File: config.mk
export PLATFORM = sky130hd
export DESIGN_NAME = tdm_demultiplexer
export DESIGN_NICKNAME = d
export VERILOG_FILES = /design/src/rtl/tdm_demultiplexer.sv
export SDC_FILE = /design/constraint.sdc
export NUM_CORES = 1
export LEC_CHECK = 0
export ABC_CLOCK_PERIOD_IN_PS = 3100
export CORE_UTILIZATION = 43
export CTS_CLUSTER_SIZE = 14
export DETAILED_ROUTE_END_ITERATION = 8
export HOLD_SLACK_MARGIN = 0.12
export MAX_ROUTING_LAYER = met4
export PLACE_DENSITY = 0.69
export SLEW_MARGIN = 5
export SYNTH_ARGS = -nofsm -noshare
export SYNTH_HDL_FRONTEND = slang
export SYNTH_SLANG_ARGS = --single-unit
File: constraint.sdc
create_clock -name clk -period 3.1 [get_ports clk]
set_input_delay 0.93 -clock clk [delete_from_list [all_inputs] [get_ports clk]]
set_output_delay 0.93 -clock clk [all_outputs]
set_load 0.02 [all_outputs]
File: src/rtl/tdm_demultiplexer.sv
// TDM serial-link receiver: finds frame alignment from sync and steers MSB-first bits into NUM_CH channel words.
// Latency: word and its one-cycle strobe appear the cycle after its LSB. No backpressure: en=0 simply stalls all state.
module tdm_demultiplexer #(
    parameter int NUM_CH = 4,
    parameter int CH_W   = 8
) (
    input  logic                     clk,
    input  logic                     rst_n,
    input  logic                     en,
    input  logic                     sin,
    input  logic                     sync,
    output logic [NUM_CH*CH_W-1:0]   ch_data,
    output logic [NUM_CH-1:0]        ch_valid,
    output logic                     frame_done,
    output logic                     locked,
    output logic                     sync_err
);
    localparam int BW = $clog2(CH_W);
    localparam int CW = $clog2(NUM_CH);
    localparam logic [BW-1:0] BIT_LAST = BW'(CH_W - 1);
    localparam logic [CW-1:0] CH_LAST  = CW'(NUM_CH - 1);

    typedef enum logic {HUNT = 1'b0, RECV = 1'b1} state_t;

    state_t                  state_q, state_d;
    logic [BW-1:0]           bit_cnt_q, bit_cnt_d;
    logic [CW-1:0]           ch_cnt_q, ch_cnt_d;
    logic [CH_W-2:0]         shreg_q, shreg_d;
    logic [NUM_CH*CH_W-1:0]  ch_data_q, ch_data_d;
    logic [NUM_CH-1:0]       ch_valid_q, ch_valid_d;
    logic                    frame_done_q, frame_done_d;
    logic                    sync_err_q, sync_err_d;

    logic                    at_boundary;
    logic [CH_W-1:0]         word;

    assign at_boundary = (bit_cnt_q == '0) && (ch_cnt_q == '0);
    assign word        = {shreg_q, sin};

    always_ff @(posedge clk) begin
        if (!rst_n) begin
            state_q <= HUNT;
        end else begin
            state_q <= state_d;
        end
    end

    always_comb begin
        state_d = state_q;
        if (en) begin
            case (state_q)
                HUNT:    if (sync) state_d = RECV;
                RECV:    if (at_boundary && !sync) state_d = HUNT;
                default: state_d = HUNT;
            endcase
        end
    end

    always_comb begin
        locked     = (state_q == RECV);
        ch_data    = ch_data_q;
        ch_valid   = ch_valid_q;
        frame_done = frame_done_q;
        sync_err   = sync_err_q;
    end

    // Datapath: a sync seen anywhere but the frame boundary restarts channel 0 with this bit as its MSB.
    always_comb begin
        bit_cnt_d    = bit_cnt_q;
        ch_cnt_d     = ch_cnt_q;
        shreg_d      = shreg_q;
        ch_data_d    = ch_data_q;
        ch_valid_d   = '0;
        frame_done_d = 1'b0;
        sync_err_d   = 1'b0;
        if (en) begin
            if (state_q == HUNT) begin
                if (sync) begin
                    shreg_d    = '0;
                    shreg_d[0] = sin;
                    bit_cnt_d  = BW'(1);
                    ch_cnt_d   = '0;
                end
            end else if (at_boundary && !sync) begin
                sync_err_d = 1'b1;
                shreg_d    = '0;
                bit_cnt_d  = '0;
                ch_cnt_d   = '0;
            end else if (!at_boundary && sync) begin
                sync_err_d = 1'b1;
                shreg_d    = '0;
                shreg_d[0] = sin;
                bit_cnt_d  = BW'(1);
                ch_cnt_d   = '0;
            end else begin
                shreg_d = word[CH_W-2:0];
                if (bit_cnt_q == BIT_LAST) begin
                    bit_cnt_d = '0;
                    for (int k = 0; k < NUM_CH; k++) begin
                        if (ch_cnt_q == CW'(k)) begin
                            ch_data_d[k*CH_W +: CH_W] = word;
                            ch_valid_d[k]             = 1'b1;
                        end
                    end
                    if (ch_cnt_q == CH_LAST) begin
                        ch_cnt_d     = '0;
                        frame_done_d = 1'b1;
                    end else begin
                        ch_cnt_d = ch_cnt_q + CW'(1);
                    end
                end else begin
                    bit_cnt_d = bit_cnt_q + BW'(1);
                end
            end
        end
    end

    always_ff @(posedge clk) begin
        if (!rst_n) begin
            bit_cnt_q    <= '0;
            ch_cnt_q     <= '0;
            shreg_q      <= '0;
            ch_data_q    <= '0;
            ch_valid_q   <= '0;
            frame_done_q <= 1'b0;
            sync_err_q   <= 1'b0;
        end else begin
            bit_cnt_q    <= bit_cnt_d;
            ch_cnt_q     <= ch_cnt_d;
            shreg_q      <= shreg_d;
            ch_data_q    <= ch_data_d;
            ch_valid_q   <= ch_valid_d;
            frame_done_q <= frame_done_d;
            sync_err_q   <= sync_err_d;
        end
    end
endmodule

==> results of run 1 <==
registers in the layout, indices dropped and copies added, names as in the netlist:
register / count
bit_cnt_q: 3
ch_cnt_q: 2
ch_data: 32
ch_valid: 4
locked: 1
shreg_q: 7
sync_err: 1
how the worst min path moves through the flow:
stage	from	end	slack, ns	cells after the start
final	ch_data[16]	ch_data[16]	0.46	2
after global routing	ch_data[23]	ch_data[23]	0.47	2
after CTS	shreg_q[6]	shreg_q[6]	0.46	2
after detailed placement	shreg_q[6]	shreg_q[6]	0.45	2
after global placement	shreg_q[6]	shreg_q[6]	0.44	2
after floorplan	shreg_q[6]	shreg_q[6]	0.43	2
routing by layer:
metal,track usage,part of all wire,up-vias
met5,-,0,-
li1,-,-,766
met2,0.269,0.47,32
met1,0.215,0.48,690
met3,0.0299,0.030,5
met4,0.0844,0.017,0
synth_stat cells, types with 2 or more instances:
cell type	number
sky130_fd_sc_hd__clkbuf_1	3
sky130_fd_sc_hd__nor2_1	6
sky130_fd_sc_hd__nand2_8	4
sky130_fd_sc_hd__nand3_1	9
sky130_fd_sc_hd__mux2i_1	32
sky130_fd_sc_hd__dfxtp_1	50
sky130_fd_sc_hd__a21oi_1	10
sky130_fd_sc_hd__a32o_2	2
sky130_fd_sc_hd__buf_4	2
sky130_fd_sc_hd__inv_1	8
sky130_fd_sc_hd__buf_2	3
sky130_fd_sc_hd__nand2_1	53
sky130_fd_sc_hd__ha_1	9
kinds of logic after synthesis:
kind of cell / after synthesis / share of synthesized area
buf+inv: 19 / 0.0517
mux: 32 / 0.156
fa+ha+maj: 9 / 0.0547
flops: 50 / 0.486
compound gates: 19 / 0.0602
simple gates: 77 / 0.191
per-stage QoR:
step | cell area, µm² | hold slack (ns) | cells | setup slack, ns
floorplan | 2060 | 0.432 | 206 | 1.14
global placement | 2480 | 0.441 | 291 | 0.464
detailed placement | 2480 | 0.450 | 291 | 0.442
CTS | 2600 | 0.464 | 299 | 0.673
global route | 2600 | 0.475 | 299 | 0.618
finish | 2600 | 0.461 | 299 | 0.690
power by group:
group          internal (W)  switching [W]
Clock              0.000246       0.000225
Sequential         0.000645     0.00000427
Combinational     0.0000181      0.0000340
cell type report:
cell class | count | area (µm²) | area share
tap | 52 | 65.1 | 0.0250
timing repair buffer | 44 | 438 | 0.168
clock inverter | 3 | 47.5 | 0.0183
multi-input combinational | 137 | 951 | 0.366
inverter | 8 | 30.0 | 0.0115
sequential | 50 | 1000 | 0.385
clock buffer | 5 | 68.8 | 0.0265
worst reg2reg max path: cells and delay by family (launching register included):
kind / cells / cell delay (ns)
AND/OR/NAND/NOR: 3 / 0.76
AO/OA/AOI/OAI: 2 / 0.36
flip-flops: 1 / 0.36
adder cells (fa/ha/maj): 2 / 0.53
buffers and inverters: 1 / 0.09
==> impl_results.html, run 1 <==
<table>
<tr><th>Metric</th><th>Value</th></tr>
<tr><th colspan="2">Clocking</th></tr>
<tr><td>Clock tree from TritonCTS</td><td>done</td></tr>
<tr><td>Clock latency at the later pin of the worst-skew pair</td><td>0.31 ns</td></tr>
<tr><td>Number of H-tree levels</td><td>2</td></tr>
<tr><td>Setup repair bufs after CTS</td><td>0</td></tr>
<tr><td># hold bufs at CTS</td><td>0</td></tr>
<tr><td>Clock transition at path regs</td><td>about 0.090 ns</td></tr>
<tr><td>Clock sink total</td><td>50</td></tr>
<tr><td>Number of buffers created by CTS</td><td>5</td></tr>
<tr><td>Gates resized, CTS repair</td><td>0</td></tr>
<tr><td>Buffer levels on the longest clock path</td><td>2</td></tr>
<tr><td>Buffer type at the clock tree root</td><td>sky130_fd_sc_hd__clkbuf_8</td></tr>
<tr><th colspan="2">Synthesis</th></tr>
<tr><td>FFs w/ async S/R, synth</td><td>0</td></tr>
<tr><td>Number of instances in the synthesized netlist</td><td>between 200 and 250</td></tr>
<tr><td>Cell area after synthesis</td><td>slightly above 2000 µm²</td></tr>
<tr><td>Mean area per synthesized cell</td><td>approximately 10 µm²</td></tr>
<tr><td>Cell type contributing the most total cell area after synthesis</td><td>sky130_fd_sc_hd__dfxtp_1</td></tr>
<tr><td>Number of warnings issued by yosys</td><td>0</td></tr>
<tr><td>Number of synthesized register bits</td><td>50</td></tr>
<tr><td>Top-area cell type share of the netlist area</td><td>0.486</td></tr>
<tr><td>Number of enable flip-flop cells after synthesis</td><td>0</td></tr>
<tr><td>Flip-flop cell with the highest count after synthesis</td><td>sky130_fd_sc_hd__dfxtp_1</td></tr>
<tr><td>Count of unique library cells instantiated by Yosys</td><td>28</td></tr>
<tr><td>Synth top area cells</td><td>sky130_fd_sc_hd__dfxtp_1 (49%), sky130_fd_sc_hd__mux2i_1 (16%), sky130_fd_sc_hd__nand2_1 (9.7%)</td></tr>
<tr><td>Net Count, Synth</td><td>220</td></tr>
<tr><td>Post-synthesis sequential area ratio</td><td>0.486</td></tr>
<tr><th colspan="2">Place</th></tr>
<tr><td>Detail Placement HPWL</td><td>~2800 µm</td></tr>
<tr><td>Count of buffers from port buffering</td><td>between 40 and 50</td></tr>
<tr><td>Placer congestion estimate</td><td>around 0.8</td></tr>
<tr><th colspan="2">Die</th></tr>
<tr><td>Site Rows</td><td>24</td></tr>
<tr><td>Floorplan core area</td><td>4470 µm²</td></tr>
<tr><td>DIE AREA</td><td>slightly above 5000 µm²</td></tr>
<tr><td>Starting density of the core</td><td>0.460</td></tr>
<tr><td>I/O pins</td><td>44</td></tr>
<tr><td>Die X-Extent</td><td>~70 µm</td></tr>
<tr><td>Height of the die</td><td>71.2 µm</td></tr>
<tr><th colspan="2">Worst setup path</th></tr>
<tr><td>Critical path depth</td><td>1</td></tr>
<tr><td>Count of buffering cells on the critical path with inverters included</td><td>1</td></tr>
<tr><td>CP Data Arrival Time</td><td>roughly 1.5 ns</td></tr>
<tr><td>Worst path max stage delay</td><td>0.67 ns</td></tr>
<tr><td>Critical path origin</td><td>locked</td></tr>
<tr><td>Maximum fanout count along the critical path</td><td>10</td></tr>
<tr><td>Register-to-Register Path Depth</td><td>8</td></tr>
<tr><td>Cell at the slowest stage of the critical path</td><td>sky130_fd_sc_hd__clkdlybuf4s50_1</td></tr>
<tr><td>Largest delay share family, worst path</td><td>buffers and inverters</td></tr>
<tr><td>Required time at the endpoint of the critical path</td><td>2.17 ns</td></tr>
<tr><td>Critical path endpoint category</td><td>output pin</td></tr>
<tr><td>Classification of the worst setup path</td><td>reg2out</td></tr>
<tr><td>Worst reg2reg endpoint</td><td>ch_cnt_q[0]</td></tr>
<tr><td>Kind of launch point of the worst setup path</td><td>register</td></tr>
<tr><td>Cell Chain, Critical Path</td><td>clkdlybuf4s50_1</td></tr>
<tr><td>Reg-to-reg slack, setup</td><td>between 0.9 and 1 ns</td></tr>
<tr><td>Worst setup path end</td><td>locked</td></tr>
<tr><td>Beginning of the worst register-to-register path</td><td>ch_cnt_q[0]</td></tr>
<tr><th colspan="2">Timing</th></tr>
<tr><td>Relative slew slack</td><td>0.676</td></tr>
<tr><td>Final worst clock skew</td><td>0.00800 ns</td></tr>
<tr><td>Setup Viol. Count Final</td><td>0</td></tr>
<tr><td>Setup TNS</td><td>0 ns</td></tr>
<tr><td>Count of final max-slew check failures</td><td>0</td></tr>
<tr><td>Actual slew at the worst max-slew pin</td><td>slightly below 0.5 ns</td></tr>
<tr><td>Setup repair after global routing missed its margin</td><td>false</td></tr>
<tr><td>Period minus WS final</td><td>roughly 2.4 ns</td></tr>
<tr><td>Final number of hold-violating endpoints</td><td>0</td></tr>
<tr><td>FMAX</td><td>0.415 GHz</td></tr>
<tr><td>Final worst path period share</td><td>0.778</td></tr>
<tr><th colspan="2">Final layout</th></tr>
<tr><td>Leading cell types in the layout, fill and taps excluded</td><td>sky130_fd_sc_hd__nand2_1 (53), sky130_fd_sc_hd__dfxtp_1 (50), sky130_fd_sc_hd__clkdlybuf4s50_1 (43), sky130_fd_sc_hd__mux2i_1 (32), sky130_fd_sc_hd__a21oi_1 (10)</td></tr>
<tr><td>Post-layout nets</td><td>260</td></tr>
<tr><td>Fillers</td><td>402</td></tr>
<tr><td>Most frequent standard cell in the layout excluding fill and tap cells</td><td>sky130_fd_sc_hd__nand2_1</td></tr>
<tr><td>Share of layout cells above drive strength 1</td><td>0.0769</td></tr>
<tr><td>Utilization after layout</td><td>0.581</td></tr>
<tr><td>Number of antenna repair diodes</td><td>0</td></tr>
<tr><td>Post-synthesis to final-layout area growth</td><td>26.4%</td></tr>
<tr><th colspan="2">Outcome</th></tr>
<tr><td>Failing checks</td><td>DRC</td></tr>
<tr><td>Run status</td><td>complete, but fails checks</td></tr>
<tr><th colspan="2">Detailed routing</th></tr>
<tr><td>Final Routed Wirelength</td><td>3930 µm</td></tr>
<tr><td>Iteration-0 DRC Markers</td><td>60</td></tr>
<tr><td>Vias after detailed routing</td><td>1,493</td></tr>
<tr><td>Mean number of vias per cell</td><td>about 5.0</td></tr>
<tr><td>Drt drc</td><td>4</td></tr>
<tr><td>Number of search-and-repair iterations in the first detailed-routing pass</td><td>6</td></tr>
<tr><td>Remaining number of nets flagged by the antenna check after routing</td><td>0</td></tr>
<tr><td>Routed wire length per instance</td><td>about 13 µm</td></tr>
<tr><th colspan="2">Worst hold path</th></tr>
<tr><td>Worst min-delay path category</td><td>reg2reg</td></tr>
<tr><th colspan="2">Global route</th></tr>
<tr><td>Maximum number of pins on one net before global-route repair</td><td>41</td></tr>
<tr><td>Tot GR Track Use</td><td>0.172</td></tr>
<tr><td>Residual overflow from global routing</td><td>0</td></tr>
<tr><td>Number of antenna violations at the first check in global routing</td><td>0</td></tr>
<tr><td>Via count of the first global-routing pass</td><td>around 1,300</td></tr>
<tr><td>Wire length of the first global-routing pass</td><td>~6400 µm</td></tr>
<tr><th colspan="2">Power and ir drop</th></tr>
<tr><td>Static Leak</td><td>~1.1 nW</td></tr>
<tr><td>Pwr Density</td><td>roughly 450 nW/µm²</td></tr>
<tr><td>Total power consumption of the routed design</td><td>approximately 0.0012 W</td></tr>
<tr><td>Peak supply drop</td><td>roughly 240 µV</td></tr>
<tr><th colspan="2">Run</th></tr>
<tr><td>Number of maximum-capacitance violations</td><td>0</td></tr>
</table>
Note: power is estimated with default switching activity, not from simulation.
==> run 2, diff against run 1 <==
Settings changed: ABC_CLOCK_PERIOD_IN_PS 3100 to 2100, PLACE_DENSITY 0.69 to 0.72.
Clock period 3.1 ns to 2.1 ns, I/O delays scaled along.
==> run 2 against run 1 <==
Compared with the run above: the flow still finishes with violations (DRC); setup slack worse by 0.53 ns; hold slack better by 0.0049 ns; sequential power up 47%; power is 39% higher; largest power group unchanged; sequential share of layout area fell by 1.1 points; cell count up 3.0%; first-iteration DRC count rose by 42%.
==> impl_results.html, run 2 (same netlist as run 1, synthesis figures left out) <==
<table>
<tr><th>Metric</th><th>Value</th></tr>
<tr><th colspan="2">Worst setup path</th></tr>
<tr><td>Critical path endpoint category</td><td>register</td></tr>
<tr><td>Most used cell along the critical path</td><td>sky130_fd_sc_hd__ha_1</td></tr>
<tr><td>Critical path origin</td><td>ch_cnt_q[0]</td></tr>
<tr><td>Cell Chain, Critical Path</td><td>inv_1, ha_1, nand2_1, or2_2, ha_1, nor3b_4, buf_12, nand3_1, a21oi_1</td></tr>
<tr><td>CP Data Arrival Time</td><td>2.17 ns (+0.69 ns)</td></tr>
<tr><td>Worst path max stage delay</td><td>0.35 ns (-0.32 ns)</td></tr>
<tr><td>Reg-to-reg slack, setup</td><td>0.16 ns (-0.79 ns)</td></tr>
<tr><td>Kind of launch point of the worst setup path</td><td>register</td></tr>
<tr><td>Beginning of the worst register-to-register path</td><td>ch_cnt_q[0]</td></tr>
<tr><td>Worst reg2reg endpoint</td><td>bit_cnt_q[1]</td></tr>
<tr><td>Register-to-Register Path Depth</td><td>9 (+1)</td></tr>
<tr><td>Classification of the worst setup path</td><td>reg2reg</td></tr>
<tr><td>Maximum fanout count along the critical path</td><td>8 (-2)</td></tr>
<tr><td>Cell at the slowest stage of the critical path</td><td>sky130_fd_sc_hd__dfxtp_2</td></tr>
<tr><td>Required time at the endpoint of the critical path</td><td>2.33 ns (+0.16 ns)</td></tr>
<tr><td>Worst setup path end</td><td>bit_cnt_q[1]</td></tr>
<tr><th colspan="2">Timing</th></tr>
<tr><td>Count of final max-slew check failures</td><td>0 (unchanged)</td></tr>
<tr><td>Period minus WS final</td><td>about 1.9 ns</td></tr>
<tr><td>Final worst path period share</td><td>0.925</td></tr>
<tr><td>Final worst clock skew</td><td>0.00492 ns (-0.00308 ns)</td></tr>
<tr><td>Setup TNS</td><td>0 ns (unchanged)</td></tr>
<tr><td>Setup Viol. Count Final</td><td>0 (unchanged)</td></tr>
<tr><td>Setup repair after global routing missed its margin</td><td>false</td></tr>
<tr><td>Final number of hold-violating endpoints</td><td>0 (unchanged)</td></tr>
<tr><td>FMAX</td><td>slightly above 0.5 GHz</td></tr>
<tr><td>Relative slew slack</td><td>0.668 (-0.00811)</td></tr>
<tr><td>Actual slew at the worst max-slew pin</td><td>0.497 ns (+0.0122 ns)</td></tr>
<tr><th colspan="2">Worst hold path</th></tr>
<tr><td>Worst min-delay path category</td><td>reg2reg</td></tr>
<tr><td>Beginning of the worst hold path</td><td>ch_data[6]</td></tr>
<tr><th colspan="2">Final layout</th></tr>
<tr><td>Post-synthesis to final-layout area growth</td><td>30.2%</td></tr>
<tr><td>Post-route cell area</td><td>2680 µm² (+3.0%)</td></tr>
<tr><td>Final non-filler cell total</td><td>308 (+3.0%)</td></tr>
<tr><td>Leading cell types in the layout, fill and taps excluded</td><td>sky130_fd_sc_hd__nand2_1 (53), sky130_fd_sc_hd__dfxtp_1 (49), sky130_fd_sc_hd__clkdlybuf4s50_1 (43), sky130_fd_sc_hd__mux2i_1 (32), sky130_fd_sc_hd__a21oi_1 (10)</td></tr>
<tr><td>Most frequent standard cell in the layout excluding fill and tap cells</td><td>sky130_fd_sc_hd__nand2_1</td></tr>
<tr><td>Number of antenna repair diodes</td><td>0 (unchanged)</td></tr>
<tr><td>Share of layout cells above drive strength 1</td><td>0.117 (+0.0403)</td></tr>
<tr><td>Post-layout nets</td><td>269 (+3.5%)</td></tr>
<tr><td>Largest register FFs</td><td>32 (unchanged)</td></tr>
<tr><td>Utilization after layout</td><td>0.599 (+0.0176)</td></tr>
<tr><th colspan="2">Clocking</th></tr>
<tr><td>Number of buffers created by CTS</td><td>5 (unchanged)</td></tr>
<tr><td>Number of H-tree levels</td><td>2 (unchanged)</td></tr>
<tr><td>Setup repair bufs after CTS</td><td>0 (unchanged)</td></tr>
<tr><td>Buffer type at the clock tree root</td><td>sky130_fd_sc_hd__clkbuf_8</td></tr>
<tr><td>Clock latency at the later pin of the worst-skew pair</td><td>0.30 ns (about the same)</td></tr>
<tr><td>Clock transition at path regs</td><td>0.08 ns (about the same)</td></tr>
<tr><td>Clock sink total</td><td>50 (unchanged)</td></tr>
<tr><td>Buffer levels on the longest clock path</td><td>2 (unchanged)</td></tr>
<tr><td>Clock tree from TritonCTS</td><td>done</td></tr>
<tr><th colspan="2">Place</th></tr>
<tr><td>Detail Placement HPWL</td><td>2920 µm (+5.0%)</td></tr>
<tr><td>Count of buffers from port buffering</td><td>43 (unchanged)</td></tr>
<tr><td>Area post-placement</td><td>2580 µm² (+3.7%)</td></tr>
<tr><td>Post-Place Cells</td><td>300 (+3.1%)</td></tr>
<tr><td>Placer congestion estimate</td><td>0.740 (-7.7%)</td></tr>
<tr><th colspan="2">Die</th></tr>
<tr><td>Site Rows</td><td>24 (unchanged)</td></tr>
<tr><td>Die X-Extent</td><td>71.2 µm (unchanged)</td></tr>
<tr><td>Height of the die</td><td>71.2 µm (unchanged)</td></tr>
<tr><td>Floorplan core area</td><td>4470 µm² (unchanged)</td></tr>
<tr><td>Starting density of the core</td><td>0.460 (unchanged)</td></tr>
<tr><td>DIE AREA</td><td>5070 µm² (unchanged)</td></tr>
<tr><td>I/O pins</td><td>44 (unchanged)</td></tr>
<tr><th colspan="2">Detailed routing</th></tr>
<tr><td>Final Routed Wirelength</td><td>4040 µm (+2.9%)</td></tr>
<tr><td>Number of search-and-repair iterations in the first detailed-routing pass</td><td>6 (unchanged)</td></tr>
<tr><td>Remaining number of nets flagged by the antenna check after routing</td><td>0 (unchanged)</td></tr>
<tr><td>Mean number of vias per cell</td><td>4.96 (-0.71%)</td></tr>
<tr><td>Routed wire length per instance</td><td>13.1 µm (-0.13%)</td></tr>
<tr><td>Vias after detailed routing</td><td>1,527 (+2.3%)</td></tr>
<tr><td>Drt drc</td><td>4 (unchanged)</td></tr>
<tr><td>Iteration-0 DRC Markers</td><td>85 (+42%)</td></tr>
<tr><th colspan="2">Power and ir drop</th></tr>
<tr><td>Static Leak</td><td>1.17 nW (+3.6%)</td></tr>
<tr><td>Pwr Density</td><td>607 nW/µm² (+35%)</td></tr>
<tr><td>Peak supply drop</td><td>453 µV (+85%)</td></tr>
<tr><th colspan="2">Outcome</th></tr>
<tr><td>Run status</td><td>complete, but fails checks</td></tr>
<tr><td>Failing checks</td><td>DRC</td></tr>
<tr><th colspan="2">Run</th></tr>
<tr><td>Number of maximum-capacitance violations</td><td>0 (unchanged)</td></tr>
<tr><th colspan="2">Global route</th></tr>
<tr><td>Wire length of the first global-routing pass</td><td>6810 µm (+6.0%)</td></tr>
<tr><td>Maximum number of pins on one net before global-route repair</td><td>43 (+4.9%)</td></tr>
<tr><td>Residual overflow from global routing</td><td>0 (unchanged)</td></tr>
<tr><td>Via count of the first global-routing pass</td><td>1,426 (+6.7%)</td></tr>
<tr><td>Number of antenna violations at the first check in global routing</td><td>0 (unchanged)</td></tr>
<tr><td>Tot GR Track Use</td><td>0.181 (+0.00871)</td></tr>
</table>
[run 2: how the worst min path moves through the flow]
stage	cells past startpoint	slack, ns	end
floorplan	2	0.43	shreg_q[6]
global placement	2	0.44	shreg_q[6]
detailed placement	2	0.45	ch_data[21]
CTS	2	0.47	shreg_q[6]
global route	2	0.49	shreg_q[5]
finish	2	0.47	ch_data[6]
[run 2: final cells by class]
type	count	area (µm²)
timing repair buffer	53	531
clock buffer	6	82.6
tap	52	65.1
sequential	50	1000
clock inverter	2	12.5
inverter	8	30.0
fill	373	1790
multi-input combinational	137	957
[run 2: repair_timing]
item / in CTS / in global routing
hold buffers: 0 / 0
resized for setup: 0 / 2
setup endpoints to repair: 0 / 39
[run 2: where the power goes]
part / switching (W) / internal [W] / leakage, nW
combinational: 0.0000581 / 0.0000431 / 0.721
clock: 0.000306 / 0.000265 / 0.0472
sequential: 0.00000312 / 0.000952 / 0.404
total: 0.000367 / 0.00126 / 1.17
[run 2: through the flow]
step	hold slack (ns)	total power, W	setup WS [ns]
floorplan	0.432	0.00104	0.144
global placement	0.441	0.00108	-0.117
detailed placement	0.452	0.00108	-0.130
CTS	0.470	0.00164	0.0844
global route	0.490	0.00169	0.0231
finish	0.466	0.00163	0.158
[run 2: worst max-delay path: cells and delay by family (launching register included)]
kind,cells,cell delay (ns)
buffers and inverters,2,0.23
AND/OR/NAND/NOR,4,0.67
AO/OA/AOI/OAI,1,0.16
adder cells (fa/ha/maj),2,0.44
flip-flops,1,0.35
[run 2: per-layer routing]
layer / wire, µm / vias to the layer above / global-route usage
met5: 0 / - / -
met1: 1840 / 702 / 0.231
met3: 200 / 6 / 0.0342
met2: 1900 / 38 / 0.273
li1: - / 781 / -
met4: 99 / 0 / 0.0911
